===== config.mk =====
export PLATFORM = sky130hd
export DESIGN_NAME = pu_msp430_per_mailbox_flat
export DESIGN_NICKNAME = d
export VERILOG_FILES = /design/src/rtl/pu_msp430_per_mailbox_if.sv /design/src/rtl/pu_msp430_per_mailbox.sv /design/src/flat_wrapper.sv
export SDC_FILE = /design/constraint.sdc
export NUM_CORES = 1
export LEC_CHECK = 0
export CORE_MARGIN = 3
export CORE_UTILIZATION = 45
export DETAILED_ROUTE_END_ITERATION = 16
export GPL_TIMING_DRIVEN = 1
export PLACE_DENSITY = 0.68
export SYNTH_ARGS = -nofsm -noshare
export SYNTH_HDL_FRONTEND = slang
export SYNTH_SLANG_ARGS = --single-unit

===== constraint.sdc =====
create_clock -name mclk -period 4.1 [get_ports mclk]
set_input_delay 0.82 -clock mclk [delete_from_list [all_inputs] [get_ports mclk]]
set_output_delay 0.82 -clock mclk [all_outputs]
set_load 0.005 [all_outputs]

===== src/rtl/pu_msp430_per_mailbox_if.sv =====
// Peripheral-bus and TX/RX stream signals of the mailbox peripheral.
interface pu_msp430_per_mailbox_if;
  logic [13:0] per_addr;
  logic [15:0] per_din;
  logic        per_en;
  logic [1:0]  per_we;
  logic [15:0] per_dout;
  logic        tx_valid;
  logic [15:0] tx_data;
  logic        tx_ready;
  logic        rx_valid;
  logic [15:0] rx_data;
  logic        rx_ready;
  logic        irq;

  modport slave (
    input  per_addr, per_din, per_en, per_we, tx_ready, rx_valid, rx_data,
    output per_dout, tx_valid, tx_data, rx_ready, irq
  );

  modport master (
    output per_addr, per_din, per_en, per_we, tx_ready, rx_valid, rx_data,
    input  per_dout, tx_valid, tx_data, rx_ready, irq
  );
endinterface


===== src/rtl/pu_msp430_per_mailbox.sv =====
// Memory-mapped word mailbox: CPU-fed TX FIFO, source-fed RX FIFO,
// STATUS/CTRL registers and a level interrupt on the MSP430 peripheral bus.
module pu_msp430_per_mailbox #(
  parameter logic [14:0] BASE_ADDR = 15'h0190,
  parameter int unsigned DEPTH     = 4
) (
  input logic                     mclk,
  input logic                     puc_rst_n,
  pu_msp430_per_mailbox_if.slave  bus
);
  localparam int unsigned AW = $clog2(DEPTH);
  localparam int unsigned CW = AW + 1;
  localparam logic [CW-1:0] FULL_CNT = CW'(DEPTH);

  logic [15:0]   tx_mem [DEPTH];
  logic [15:0]   rx_mem [DEPTH];
  logic [AW-1:0] tx_wr_ptr, tx_rd_ptr, rx_wr_ptr, rx_rd_ptr;
  logic [CW-1:0] tx_cnt, rx_cnt;
  logic          txie, rxie, txovf, rxunf;

  logic          sel, rd, wr;
  logic [1:0]    off;
  logic [15:0]   tx_word, status;
  logic          tx_full, tx_empty, rx_full, rx_empty;
  logic          tx_pop, tx_push, tx_flush, ovf_set, ovf_clr;
  logic          rx_pop, rx_push, rx_flush, unf_set, unf_clr;
  logic          ctrl_wr;

  // Address decode, FIFO handshakes and register side effects
  always_comb begin
    sel      = bus.per_en && (bus.per_addr[13:2] == BASE_ADDR[14:3]);
    off      = bus.per_addr[1:0];
    rd       = sel && (bus.per_we == 2'b00);
    wr       = sel && (bus.per_we != 2'b00);
    tx_word  = {bus.per_we[1] ? bus.per_din[15:8] : 8'h00,
                bus.per_we[0] ? bus.per_din[7:0]  : 8'h00};
    tx_full  = (tx_cnt == FULL_CNT);
    tx_empty = (tx_cnt == '0);
    rx_full  = (rx_cnt == FULL_CNT);
    rx_empty = (rx_cnt == '0);
    ctrl_wr  = wr && (off == 2'd3);
    tx_flush = ctrl_wr && bus.per_din[2];
    rx_flush = ctrl_wr && bus.per_din[3];
    tx_pop   = !tx_empty && bus.tx_ready;
    // A push into a full TX FIFO only fits when the sink frees the head slot
    tx_push  = wr && (off == 2'd0) && (!tx_full || tx_pop);
    ovf_set  = wr && (off == 2'd0) && tx_full && !tx_pop && !tx_flush;
    ovf_clr  = wr && (off == 2'd2) && bus.per_din[4];
    rx_pop   = rd && (off == 2'd1) && !rx_empty;
    unf_set  = rd && (off == 2'd1) && rx_empty;
    unf_clr  = wr && (off == 2'd2) && bus.per_din[5];
    rx_push  = bus.rx_valid && !rx_full;
    status   = {4'(rx_cnt), 4'(tx_cnt), 2'b00, rxunf, txovf,
                rx_empty, rx_full, tx_empty, tx_full};
  end

  // Read mux; the backbone registers per_dout, so it is combinational here
  always_comb begin
    bus.per_dout = 16'h0000;
    if (rd) begin
      case (off)
        2'd1:    bus.per_dout = rx_empty ? 16'h0000 : rx_mem[rx_rd_ptr];
        2'd2:    bus.per_dout = status;
        2'd3:    bus.per_dout = {14'h0000, rxie, txie};
        default: bus.per_dout = 16'h0000;
      endcase
    end
  end

  assign bus.tx_valid = !tx_empty;
  assign bus.tx_data  = tx_empty ? 16'h0000 : tx_mem[tx_rd_ptr];
  assign bus.rx_ready = !rx_full;
  assign bus.irq      = (txie && tx_empty) || (rxie && !rx_empty);

  // Pointers, counts, control and sticky flags
  always_ff @(posedge mclk or negedge puc_rst_n) begin
    if (!puc_rst_n) begin
      tx_wr_ptr <= '0;
      tx_rd_ptr <= '0;
      tx_cnt    <= '0;
      rx_wr_ptr <= '0;
      rx_rd_ptr <= '0;
      rx_cnt    <= '0;
      txie      <= 1'b0;
      rxie      <= 1'b0;
      txovf     <= 1'b0;
      rxunf     <= 1'b0;
    end else begin
      if (tx_flush) begin
        tx_wr_ptr <= '0;
        tx_rd_ptr <= '0;
        tx_cnt    <= '0;
      end else begin
        if (tx_push) tx_wr_ptr <= AW'(tx_wr_ptr + 1'b1);
        if (tx_pop)  tx_rd_ptr <= AW'(tx_rd_ptr + 1'b1);
        tx_cnt <= tx_cnt + CW'(tx_push) - CW'(tx_pop);
      end
      if (rx_flush) begin
        rx_wr_ptr <= '0;
        rx_rd_ptr <= '0;
        rx_cnt    <= '0;
      end else begin
        if (rx_push) rx_wr_ptr <= AW'(rx_wr_ptr + 1'b1);
        if (rx_pop)  rx_rd_ptr <= AW'(rx_rd_ptr + 1'b1);
        rx_cnt <= rx_cnt + CW'(rx_push) - CW'(rx_pop);
      end
      if (ctrl_wr && bus.per_we[0]) begin
        txie <= bus.per_din[0];
        rxie <= bus.per_din[1];
      end
      txovf <= (txovf && !ovf_clr) || ovf_set;
      rxunf <= (rxunf && !unf_clr) || unf_set;
    end
  end

  // FIFO storage is deliberately left unreset
  always_ff @(posedge mclk) begin
    if (tx_push) tx_mem[tx_wr_ptr] <= tx_word;
    if (rx_push) rx_mem[rx_wr_ptr] <= bus.rx_data;
  end
endmodule

===== src/flat_wrapper.sv =====
// flat-port wrapper written by rule: the top's interface ports become plain ports
module pu_msp430_per_mailbox_flat 
#(
  parameter logic [14:0] BASE_ADDR = 15'h0190,
  parameter int unsigned DEPTH     = 4
)
  (mclk, puc_rst_n, bus_per_addr, bus_per_din, bus_per_en, bus_per_we, bus_tx_ready, bus_rx_valid, bus_rx_data, bus_per_dout, bus_tx_valid, bus_tx_data, bus_rx_ready, bus_irq);
  pu_msp430_per_mailbox_if bus_i ();
  input logic mclk;
  input logic puc_rst_n;
  input wire logic [$bits(bus_i.per_addr)-1:0] bus_per_addr;
  input wire logic [$bits(bus_i.per_din)-1:0] bus_per_din;
  input wire logic [$bits(bus_i.per_en)-1:0] bus_per_en;
  input wire logic [$bits(bus_i.per_we)-1:0] bus_per_we;
  input wire logic [$bits(bus_i.tx_ready)-1:0] bus_tx_ready;
  input wire logic [$bits(bus_i.rx_valid)-1:0] bus_rx_valid;
  input wire logic [$bits(bus_i.rx_data)-1:0] bus_rx_data;
  output wire logic [$bits(bus_i.per_dout)-1:0] bus_per_dout;
  output wire logic [$bits(bus_i.tx_valid)-1:0] bus_tx_valid;
  output wire logic [$bits(bus_i.tx_data)-1:0] bus_tx_data;
  output wire logic [$bits(bus_i.rx_ready)-1:0] bus_rx_ready;
  output wire logic [$bits(bus_i.irq)-1:0] bus_irq;
  assign bus_i.per_addr = bus_per_addr;
  assign bus_i.per_din = bus_per_din;
  assign bus_i.per_en = bus_per_en;
  assign bus_i.per_we = bus_per_we;
  assign bus_i.tx_ready = bus_tx_ready;
  assign bus_i.rx_valid = bus_rx_valid;
  assign bus_i.rx_data = bus_rx_data;
  assign bus_per_dout = bus_i.per_dout;
  assign bus_tx_valid = bus_i.tx_valid;
  assign bus_tx_data = bus_i.tx_data;
  assign bus_rx_ready = bus_i.rx_ready;
  assign bus_irq = bus_i.irq;
  pu_msp430_per_mailbox #(.BASE_ADDR(BASE_ADDR), .DEPTH(DEPTH)) u_core (.mclk(mclk), .puc_rst_n(puc_rst_n), .bus(bus_i));
endmodule

==> impl_metrics.yaml, run 1 <==
power_and_ir_drop:
  power_frac_seq_pct: 45.3
  irDropWorstVdd_uv: 416
  pwr-share-comb_pct: 23.3
  p_per_area_mw_per_mm2: 541
  clockPowerShare_pct: 31.4
  power_leakage_nw: 2.78
  switching_share_pct: 25.8
  p_int_w: 0.00321
  switching_power_w: 0.00112
routing:
  top_layer_used: "met4"
  wl_met2_um: 6700
  vias: 3510
  dr.first_iter.drc_count: 222
  drcViolationCount: 0
  wl_met1_um: 5470
  vias_per_cell: 5.34
  drtAntennaViolNets: 0
  wl_um: 13100
  wl_met3_um: 676
  wl_per_cell_um: 19.9
  firstDrtPassIters: 4
final_layout:
  area_growth_pct: 25.8
  layout-drive-gt1-share_pct: 18.3
  final_cells: 657
  multi_input_area_mm2: 0.00194
  diodes: 0
  final_common_cell: "edfxtp_1"
  final_nets: 535
  fillCellCount: 1049
  final_cell_mix: "edfxtp_1, clkdlybuf4s50_1, and2_1, mux4_2"
  regArea_mm2: 0.00429
timing:
  fin_crit_ns: 3.88
  slew_headroom_pct: 40.3
  slew_violations: 0
  setup_viol: 0
  fmax_mhz: 258
  grt_setup_unrepaired: "false"
  period_share_pct: 94.5
  fin_setup_tns_ns: 0
  worstMarginPinSlew_ns: 0.896
  skew_ns: 0.00656
  hold_violations: 0
flow_run:
  maxCapViolCount: 0
place:
  gp_congestion: 0.739
  io_buffers: 87
  dp_cells: 625
  detailed_place_hpwl_um: 8810
clocking:
  cts_setup_buffers: 0
  clk_path_buf_depth: 2
  cts_buffers: 17
  clk_latency_ns: 0.42
  htree_levels: 4
  cts-resized-gates: 0
  cts_sinks: 146
  path_clk_slew_ns: 0.05
  cts_hold_buf: 0
  root_buffer: "clkbuf_16"
  cts_tree: "done"
yosys:
  netlist-cell-type-count: 50
  synth_edf_count: 128
  yosys_register_bits: 146
  synthCells: 363
  yosysSeqAreaShare_pct: 67.4
  synth_flop_cell: "edfxtp_1"
  syn_area_per_cell_um2: 17.5
  syn_area_mm2: 0.00637
  async_reset_ff_share_pct: 12.3
  synth_warnings: 0
  syn_nets: 430
setup_path:
  start_kind: "input port"
  critPathMaxFanout: 7
  rr_worst_depth: 10
  crit_type: "input port to output pin"
  r2r_end: "u_core.tx_cnt[2]"
  cp.required_ns: 3.28
  critPathCaptureType: "output pin"
  cp_data_arrival_time_ns: 3.06
  regToRegStartpoint: "u_core.tx_cnt[1]"
  reg2reg_slack_ns: 1.15
global_route:
  gr-usage-all-layers_pct: 17.7
  grt-ovfl-total: 0
  antenna_found_initial: 0
  grt_pass1_vias: 3728
  grt_max_degree: 22
  grt_pass1_wl_um: 20900
hold_path:
  worstHoldPathType: "flip-flop to flip-flop"
  hold_path_startpoint: "u_core.rxunf"
  hold_end: "u_core.rxunf"
  hold_depth: 2
floorplan:
  start_util_pct: 47.0
  fp.dieH_um: 125
  core-area_mm2: 0.0136
  die_w_um: 125
  die_area_mm2: 0.0156
  ioPinCount: 88
  rows: 42
status:
  status: "finished clean"
cells in the mapped netlist, types with 3 or more instances:
cell type	instances	area (um2)
or3_1	3	18.8
inv_1	16	60.1
a22o_1	7	61.3
nor2b_1	5	31.3
buf_2	5	25.0
a22oi_1	4	30.0
xnor2_1	6	52.6
o41ai_1	3	26.3
nor4b_4	3	71.3
nor2_1	18	67.6
nand2_1	9	33.8
a21oi_1	3	15.0
edfxtp_1	128	3840
and2_1	45	282
clkbuf_1	5	18.8
dfrtp_1	18	450
o21ai_0	3	15.0
mux4_2	32	721
ha_1	12	150
registers in the layout, summed over array words and instances, names as in the netlist, 2 cells and up:
register	count
u_core.rx_mem	64
u_core.tx_mem	64
u_core.rx_cnt	3
u_core.tx_cnt	3
u_core.rx_rd_ptr	2
u_core.rx_wr_ptr	2
u_core.tx_rd_ptr	2
u_core.tx_wr_ptr	2
layout make-up:
type / count / share of cell area [%]
sequential: 146 / 53.6
multi-input combinational: 187 / 24.3
timing repair buffer: 100 / 12.1
clock buffer: 26 / 6.11
tap: 176 / 2.75
inverter: 16 / 0.750
clock inverter: 6 / 0.406
critical path: stages:
cell	delay, ns
clkdlybuf4s50_1	0.55
nor4b_4	0.43
nand4_4	0.17
and2b_2	0.39
a22o_1	0.19
clkdlybuf4s50_1	0.51
power groups by stage:
stage | combinational [W] | sequential [W] | clock (W)
final | 0.00101 | 0.00196 | 0.00136
after floorplan | 0.000648 | 0.00190 | 0
after global placement | 0.00101 | 0.00199 | 0
after detailed placement | 0.00103 | 0.00199 | 0
after global routing | 0.00111 | 0.00198 | 0.00146
after CTS | 0.00103 | 0.00196 | 0.00138
metrics by stage:
step	hold WS [ns]	util [%]	worst slack, ns	cell area, um2	power [W]
after detailed placement	0.530	55.2	0.113	7480	0.00302
after global placement	0.514	55.2	0.122	7480	0.00299
after global routing	0.571	59.1	0.124	8010	0.00455
after floorplan	0.459	-	1.25	6370	0.00254
final	0.553	59.1	0.225	8010	0.00433
after CTS	0.550	59.1	0.0910	8010	0.00438
logic make-up after synthesis:
| group | share of synthesized area [%] |
|---|---|
| compound gates | 3.46 |
| mux | 11.8 |
| flops | 67.4 |
| simple gates | 11.3 |
| xor+xnor | 0.963 |
| fa+ha+maj | 2.99 |
| buf+inv | 2.06 |
worst max path at each step:
stage | endpoint | cells past startpoint | startpoint | slack, ns
after floorplan | u_core.rx_cnt[1] | 9 | bus_per_addr[8] | 1.25
after global placement | bus_per_dout[8] | 6 | bus_per_we[1] | 0.12
after detailed placement | bus_per_dout[13] | 6 | bus_per_we[1] | 0.11
after CTS | bus_per_dout[13] | 6 | bus_per_we[1] | 0.09
after global routing | bus_per_dout[13] | 6 | bus_per_we[1] | 0.12
final | bus_per_dout[12] | 6 | bus_per_we[1] | 0.22
metal layers:
| metal | GRT usage [%] | vias to the layer above |
|---|---|---|
| met5 | 0 | - |
| met4 | 6.95 | 0 |
| met3 | 4.69 | 16 |
| met2 | 29.4 | 107 |
| met1 | 22.5 | 1774 |
| li1 | - | 1613 |
(Power assumes the default switching activity.)
==> run 2: changes to the inputs <==
--- a/config.mk
+++ b/config.mk
@@ -9,7 +9,7 @@
 export CORE_UTILIZATION = 45
 export DETAILED_ROUTE_END_ITERATION = 16
 export GPL_TIMING_DRIVEN = 1
-export PLACE_DENSITY = 0.68
+export PLACE_DENSITY = 0.69
 export SYNTH_ARGS = -nofsm -noshare
 export SYNTH_HDL_FRONTEND = slang
 export SYNTH_SLANG_ARGS = --single-unit
==> run 2 against run 1 <==
Compared with the run above: critical path depth unchanged; sequential share of layout area down 1.1 points; non-clock buffer count is 4 higher; design area rose by 2.1%; via count is 1.5% lower; setup slack worse by 0.0022 ns; hold slack better by 0.015 ns; combinational power about the same; fmax barely moved; critical path type unchanged; largest power group unchanged.
==> impl_metrics.yaml, run 2 (synthesis results as in run 1) <==
timing:
  fmax_mhz: 258
  skew_ns: 0.00664
  layout_setup_ws_ns: 0.223
  slew_headroom_pct: 38.2
  period_share_pct: 94.6
  grt_setup_unrepaired: "false"
  fin_crit_ns: 3.88
  setup_viol: 0
  worstMarginPinSlew_ns: 0.925
  hold_violations: 0
  slew_violations: 0
  fin_setup_tns_ns: 0
power_and_ir_drop:
  irDropWorstVdd_uv: 419
  switching_power_w: 0.00113
  switching_share_pct: 24.5
  clockPowerShare_pct: 35.6
  power_leakage_nw: 2.86
  power_frac_seq_pct: 42.2
  p_per_area_mw_per_mm2: 564
  pwr-share-comb_pct: 22.2
  p_int_w: 0.00348
floorplan:
  ioPinCount: 88
  die_area_mm2: 0.0156
  fp.dieH_um: 125
  start_util_pct: 47.0
  core-area_mm2: 0.0136
  rows: 42
  die_w_um: 125
global_route:
  grt_pass1_wl_um: 20500
  grt-ovfl-total: 0
  grt_max_degree: 22
  gr-usage-all-layers_pct: 17.2
  grt_pass1_vias: 3762
  antenna_found_initial: 0
flow_run:
  maxCapViolCount: 0
setup_path:
  cp_top_family: "simple AND/OR/NAND/NOR gates"
  worst-path-buf-inv: 2
  start_kind: "input port"
  crit_type: "input port to output pin"
  cp_data_arrival_time_ns: 3.06
  reg2reg_slack_ns: 1.13
  rr_worst_depth: 10
  crit_chain: "clkdlybuf4s50_1, nor4b_4, nand4_4, or2_1, nor2_1, clkdlybuf4s50_1"
  r2r_end: "u_core.tx_cnt[2]"
  crit_start: "bus_per_we[1]"
  critPathMaxFanout: 7
  worst_path_largest_cell_delay_ns: 0.56
  crit_top_cell: "clkdlybuf4s50_1"
  cp.required_ns: 3.28
  regToRegStartpoint: "u_core.tx_cnt[1]"
  critPathCaptureType: "output pin"
  slowest_stage: "clkdlybuf4s50_1"
routing:
  firstDrtPassIters: 4
  drcViolationCount: 0
  wl_per_cell_um: 19.3
  vias: 3459
  dr.first_iter.drc_count: 151
  drtAntennaViolNets: 0
  vias_per_cell: 5.24
  wl_um: 12700
hold_path:
  worstHoldPathType: "flip-flop to flip-flop"
  hold_end: "u_core.rxunf"
  hold_depth: 2
  hold_path_startpoint: "u_core.rxunf"
final_layout:
  final_nets: 539
  multi_input_area_mm2: 0.00194
  layout-drive-gt1-share_pct: 19.8
  final_cell_mix: "edfxtp_1, clkdlybuf4s50_1, and2_1, mux4_2"
  diodes: 0
  area_growth_pct: 28.4
  regArea_mm2: 0.00429
  final_cells: 660
  reg_top3: "u_core.rx_mem (64), u_core.tx_mem (64)"
  final_common_cell: "edfxtp_1"
  fillCellCount: 1033
clocking:
  path_clk_slew_ns: 0.06
  cts_tree: "done"
  htree_levels: 4
  root_buffer: "clkbuf_16"
  clk_path_buf_depth: 2
  cts_buffers: 17
  cts_sinks: 146
  cts_setup_buffers: 0
  clk_latency_ns: 0.41
place:
  io_buffers: 87
  pre_cts_ws_ns: 0.0984
  gp_congestion: 0.753
  detailed_place_hpwl_um: 8540
  dp_cells: 629
status:
  status: "finished clean"
[run 2: changes by cell type in the layout (fill, tap and decap cells not counted), sizes merged]
| cell | before | now |
|---|---|---|
| clkbuf | 26 | 17 |
| bufinv | 0 | 5 |
| buf | 13 | 17 |
| inv | 16 | 18 |
| clkinvlp | 1 | 2 |
[run 2: layer usage]
layer | up-vias | part of all wire (%) | global-route usage, %
met5 | - | 0 | 0
met4 | 0 | 1.6 | 5.10
met3 | 14 | 5.2 | 4.65
met2 | 98 | 50 | 28.6
met1 | 1726 | 44 | 22.5
li1 | 1621 | - | -
[run 2: worst max-delay path by stage]
stage | to | cells after the start
floorplan | u_core.rx_cnt[1] | 9
global placement | bus_per_dout[13] | 6
detailed placement | bus_per_dout[9] | 6
CTS | bus_per_dout[12] | 6
global route | bus_per_dout[1] | 6
finish | bus_per_dout[1] | 6
[run 2: tightest hold or removal path, stage by stage, from the launching register on]
cell and delay [ns]:
dfrtp_1 0.39, o31ai_1 0.09, o41ai_1 0.05
[run 2: repair_timing]
action,4_1_cts,5_1_grt
hold buffers,0,0
endpoints found under the hold margin,0,0
resized for setup,0,1
endpoints found under the setup margin,0,4
[run 2: cell type report]
type	count	share of cell area (%)
Clock inverter	14	2.57
Clock buffer	17	5.20
Multi-Input combinational cell	187	23.8
Tap cell	176	2.69
Timing Repair Buffer	104	12.5
Sequential cell	146	52.5
Inverter	16	0.735
[run 2: metrics by stage]
step / hold WS [ns] / utilization [%] / total power, W / area [um2]
after floorplan: 0.459 / - / 0.00254 / 6370
after global placement: 0.528 / 55.6 / 0.00299 / 7540
after detailed placement: 0.529 / 55.6 / 0.00303 / 7540
after CTS: 0.554 / 60.3 / 0.00467 / 8180
after global routing: 0.583 / 60.3 / 0.00483 / 8180
final: 0.569 / 60.3 / 0.00461 / 8180
[run 2: power by group through the flow]
stage          Clock, W  Sequential, W  Combinational (W)
6_report        0.00164        0.00195            0.00102
5_1_grt         0.00173        0.00197            0.00113
4_1_cts         0.00167        0.00195            0.00105
3_5_place_dp          0        0.00198            0.00105
3_3_place_gp          0        0.00197            0.00102
2_1_floorplan         0        0.00190           0.000648
